<file path="src/rtl/pulse_stretcher.sv">
// Stretches a one-cycle strobe into a PULSE_LEN-cycle level pulse followed by a
// GAP_LEN-cycle low gap. Define PULSE_STRETCHER_RETRIGGER_EN to let strobes during the pulse extend it.
module pulse_stretcher #(
    parameter int PULSE_LEN = 4,
    parameter int GAP_LEN   = 2
) (
    input  logic clk_i,
    input  logic rst_n_i,
    input  logic stb_i,
    output logic pulse_o,
    output logic busy_o,
    output logic drop_o
);

    localparam int MAX_LEN = (PULSE_LEN > GAP_LEN) ? PULSE_LEN : GAP_LEN;
    localparam int CNT_W   = (MAX_LEN > 1) ? $clog2(MAX_LEN) : 1;
    localparam logic [CNT_W-1:0] PULSE_LOAD = CNT_W'(PULSE_LEN - 1);
    localparam logic [CNT_W-1:0] GAP_LOAD   = CNT_W'(GAP_LEN - 1);

    typedef enum logic [1:0] {
        IDLE   = 2'd0,
        ACTIVE = 2'd1,
        GAP    = 2'd2
    } state_e;

    state_e           state_q, state_d;
    logic [CNT_W-1:0] cnt_q, cnt_d;
    logic             pend_q, pend_d;
    logic             drop_q, drop_d;

    always_ff @(posedge clk_i or negedge rst_n_i) begin
        if (!rst_n_i) begin
            state_q <= IDLE;
            cnt_q   <= '0;
            pend_q  <= 1'b0;
            drop_q  <= 1'b0;
        end else begin
            state_q <= state_d;
            cnt_q   <= cnt_d;
            pend_q  <= pend_d;
            drop_q  <= drop_d;
        end
    end

    always_comb begin
        state_d = state_q;
        cnt_d   = cnt_q;
        pend_d  = pend_q;
        drop_d  = 1'b0;
        case (state_q)
            IDLE: begin
                if (stb_i) begin
                    state_d = ACTIVE;
                    cnt_d   = PULSE_LOAD;
                end
            end
            ACTIVE: begin
`ifdef PULSE_STRETCHER_RETRIGGER_EN
                if (stb_i) begin
                    cnt_d = PULSE_LOAD;
                end else if (cnt_q == '0) begin
                    state_d = GAP;
                    cnt_d   = GAP_LOAD;
                end else begin
                    cnt_d = cnt_q - CNT_W'(1);
                end
`else
                // A strobe on the last pulse cycle lands in the gap, so it is queued rather than dropped.
                if (cnt_q == '0) begin
                    state_d = GAP;
                    cnt_d   = GAP_LOAD;
                    if (stb_i) begin
                        pend_d = 1'b1;
                    end
                end else begin
                    cnt_d = cnt_q - CNT_W'(1);
                    if (stb_i) begin
                        drop_d = 1'b1;
                    end
                end
`endif
            end
            GAP: begin
                if (cnt_q != '0) begin
                    cnt_d = cnt_q - CNT_W'(1);
                    if (stb_i) begin
                        if (pend_q) begin
                            drop_d = 1'b1;
                        end else begin
                            pend_d = 1'b1;
                        end
                    end
                end else if (pend_q || stb_i) begin
                    state_d = ACTIVE;
                    cnt_d   = PULSE_LOAD;
                    pend_d  = 1'b0;
                    drop_d  = pend_q && stb_i;
                end else begin
                    state_d = IDLE;
                end
            end
            default: begin
                state_d = IDLE;
                cnt_d   = '0;
                pend_d  = 1'b0;
            end
        endcase
    end

    assign pulse_o = (state_q == ACTIVE);
    assign busy_o  = (state_q != IDLE);
    assign drop_o  = drop_q;

endmodule
</file>
<file path="config.mk">
export PLATFORM = sky130hd
export DESIGN_NAME = pulse_stretcher
export DESIGN_NICKNAME = d
export VERILOG_FILES = /design/src/rtl/pulse_stretcher.sv
export SDC_FILE = /design/constraint.sdc
export NUM_CORES = 1
export LEC_CHECK = 0
export ABC_AREA = 0
export CELL_PAD_IN_SITES_DETAIL_PLACEMENT = 1
export CELL_PAD_IN_SITES_GLOBAL_PLACEMENT = 1
export CORE_AREA = 2 2 39 41
export CTS_BUF_LIST = sky130_fd_sc_hd__clkbuf_16
export DETAILED_ROUTE_END_ITERATION = 12
export DIE_AREA = 0 0 41 43
export DONT_BUFFER_PORTS = 1
export MAX_ROUTING_LAYER = met4
export PLACE_DENSITY_LB_ADDON = 0.08
export SYNTH_ARGS = -nofsm -noshare
export SYNTH_HDL_FRONTEND = slang
export SYNTH_SLANG_ARGS = --single-unit
</file>
<file path="constraint.sdc">
create_clock -name clk_i -period 1.89 [get_ports clk_i]
set_clock_uncertainty 0.2 [all_clocks]
set_input_delay 0.189 -clock clk_i [delete_from_list [all_inputs] [get_ports clk_i]]
set_output_delay 0.189 -clock clk_i [all_outputs]
set_load 0.02 [all_outputs]
</file>
==> qor_table.md <==
| Item | Value |
|---|---|
| Most instantiated cells after synthesis | sky130_fd_sc_hd__ha_1 (8), sky130_fd_sc_hd__dfrtp_1 (6), sky130_fd_sc_hd__inv_1 (6) |
| Fin crit period | 1710 ps |
| Fill cell instance count of the final layout | 155 |
| Initial Utilization | 34.1% |
| 1st-pass router iterations | 2 |
| Area occupied by multi-input gates | 299 µm² |
| Primary flip-flop cell chosen by synthesis mapping | sky130_fd_sc_hd__dfrtp_1 |
| Fraction of layout cells with a size suffix above 1 | 20.8% |
| Post-detailed-route DRC marker count | 0 |
| Cell taking the most area after synthesis | sky130_fd_sc_hd__dfrtp_1 |
| Crit path max fanout | 5 |
| Depth of the CTS H-tree | 1 |
| Buffers on Ports | 0 |
| Worst Hold Margin | 88.0 ps |
| CTS sink cnt | 6 |
| Number of buffers added by the clock tree synthesis step | 3 |
| Max-cap viol count | 0 |
| Proportion of netlist area held by the largest area contributor | 31.8% |
| Most numerous cell on the critical path | sky130_fd_sc_hd__inv_1 |
| Die Footprint | 0.00176 mm² |
| Top Family by Delay on Critical Path | flip-flops |
| DIE HEIGHT | 43 µm |
| Setup repair after global routing missed its margin | no |
| Asr flop ratio synth | 100% |
| Std-Cell Core Area | 0.00138 mm² |
| Yosys Warn Count | 0 |
| Sequential fraction of the synthesis area | 31.8% |
| Net Count, Synth | 58 |
| Post-DR vias/cell | 5.14 |
| Most common cell in the netlist | sky130_fd_sc_hd__ha_1 |
| Global-route wire length before repair | 1880 µm |
| Half-perimeter wire length after detailed placement | 860 µm |
| Cells along the critical path | inv_1 > ha_1 > inv_1 > buf_4 |
| Synthesis-to-layout area growth | 26.0% |
| Class of the worst hold path | input port to asynchronous set/reset pin |
| Type of element launching the critical path | register |
| Unique masters post-synth | 16 |
| Crit path arrival time | 1320 ps |
| Count of antenna-violating nets left after detailed routing | 0 |
| CP Data Required Time | 1500 ps |
| Critical-path top delay cell | sky130_fd_sc_hd__dfrtp_1 |
| Mean routed wirelength per cell | 15.3 µm |
| FF/Latch Area | 150 µm² |
| Number of slew-limit violations in the final report | 0 |
| Worst slew margin relative to its limit | 75.6% |
| I/O pin count | 6 |
| GRT overflow | 0 |
| Status | finished, final reports clean |
| Iteration-0 DRC Markers | 1 |
| Clock-pin slew on the worst setup and hold paths | 30 ps |
| Highest attainable clock frequency | 0.584 GHz |
| GRT Resource Usage Total | 16.9% |
| Clock root buffer | sky130_fd_sc_hd__clkbuf_16 |
| Final RePlAce weighted congestion | 0.727 |
| Max Buffers Root-to-Sink | 2 |
| Final net count | 66 |
| Mean area per synthesized cell | 10.0 µm² |
| Clock latency on the worst-skew pair | 230 ps |
| Max VDD drop | 0.000715 V |
| Static leakage power | 0.289 nW |
| Pwr Density | 2050 mW/mm² |
| Resized Gates After CTS | 0 |
| Vias in the first global route | 418 |
| Total of flip-flops plus latches after synthesis | 6 |
| Maximum number of pins on one net before global-route repair | 7 |
| Setup Buffers After CTS | 0 |
| Buffers and inverters on the worst path | 3 |
| Slew at the pin closest to its max-slew limit | 366 ps |
| Routed Wire Length | 1050 µm |
| Most area-consuming cells after synthesis | sky130_fd_sc_hd__dfrtp_1 (32%), sky130_fd_sc_hd__ha_1 (21%), sky130_fd_sc_hd__mux2_4 (9.5%) |
| Number of synthesized flops with an enable pin | 0 |
| Critical path's largest stage delay | 420 ps |
| CTS tree | done |
| Final-layout setup total negative slack | 0 ps |
| Count of mapped cells out of synthesis | 47 |
| Inserted Diodes | 0 |
| Number of vias after detailed routing | 355 |
| Floorplan die width | 41 µm |
| Ratio of final minimum period to clock period | 90.6% |
| Initial antenna violation count | 0 |
| Setup Crit Path Kind | register to primary output |
| Final hold violation count | 0 |
| Count of standard-cell rows | 14 |
| Crit end category | primary output |
| Post-synthesis instance area | 472 µm² |
| Final-report setup violation count | 0 |
## sequential cells by signal, indices dropped and copies added, names as in the netlist
signal / cells
cnt_q: 2
drop_o: 1
state_q: 2
pend_q: 1
## layout by cell type (no fill, tap or decap), types with 2 or more instances in the layout
cell type / count
sky130_fd_sc_hd__a21oi_1: 3
sky130_fd_sc_hd__a31oi_1: 3
sky130_fd_sc_hd__dlygate4sd3_1: 2
sky130_fd_sc_hd__ha_1: 8
sky130_fd_sc_hd__inv_1: 6
sky130_fd_sc_hd__nor2_1: 2
sky130_fd_sc_hd__mux2_4: 3
sky130_fd_sc_hd__clkbuf_16: 3
sky130_fd_sc_hd__o21ai_0: 3
sky130_fd_sc_hd__nand2_1: 3
sky130_fd_sc_hd__nand2b_1: 3
sky130_fd_sc_hd__nor2b_1: 2
sky130_fd_sc_hd__dfrtp_1: 6
## per-stage QoR
| stage | util [%] | total power (W) | cells | instance area, µm² | setup WS, ps |
|---|---|---|---|---|---|
| 2_1_floorplan | - | 0.000734 | 47 | 472 | 263 |
| 3_3_place_gp | 36.1 | 0.000848 | 64 | 499 | 241 |
| 3_5_place_dp | 36.1 | 0.000877 | 64 | 499 | 174 |
| 4_1_cts | 42.9 | 0.00124 | 69 | 594 | 171 |
| 5_1_grt | 42.9 | 0.00131 | 69 | 594 | 82.0 |
| 6_report | 42.9 | 0.00122 | 69 | 594 | 178 |
## report_power, final
part | switching, W | total, W | internal (W)
clock network | 0.0000707 | 0.000342 | 0.000271
logic | 0.000321 | 0.000619 | 0.000298
registers | 0.0000659 | 0.000257 | 0.000191
total | 0.000457 | 0.00122 | 0.000761
## per-layer routing
layer  vias up  global-route usage [%]  part of all wire, %
li1        172                       -                    -
met1       170                    20.2                   45
met2         8                    23.8                   47
met3         5                    5.76                  4.2
met4         0                    10.0                  2.9
met5         -                       -                    0
## what timing repair did
action / CTS / global route
endpoints found under the setup margin: 0 / 0
hold buffers: 2 / 0
endpoints found under the hold margin: 8 / 0
## path summary, 6_finish.rpt
check | from | cells past startpoint | endpoint | slack, ps
min in group clk_i | stb_i | 2 | cnt_q[0]$_DFFE_PN0P_ | 100
hold reg to reg | cnt_q[1]$_DFFE_PN0P_ | 1 | cnt_q[1]$_DFFE_PN0P_ | 360
setup reg to reg | state_q[0]$_DFFE_PN0P_ | 5 | state_q[1]$_DFFE_PN0P_ | 180
max in group asynchronous | rst_n_i | 1 | drop_o$_DFF_PN0_ | 1170
hold / removal | rst_n_i | 1 | state_q[0]$_DFFE_PN0P_ | 90
setup / recovery | state_q[0]$_DFFE_PN0P_ | 4 | busy_o | 180
## logic make-up (layout without fill, tap and decap cells)
logic type	Yosys count	after routing	synth area share, %
DFF	6	6	31.8
muxes	3	3	9.55
adders and majority gates	8	8	21.2
and+or+nand+nor	13	13	18.3
buffers and inverters	6	12	4.77
AOI/OAI and AO/OA	11	11	14.3
## layout make-up
type,count,area share [%]
inverter,6,3.79
tap,16,3.37
sequential,6,25.3
timing repair buffer,3,4.63
multi-input combinational,35,50.3
clock buffer,3,12.6
Power figures use the tool's default switching activity.
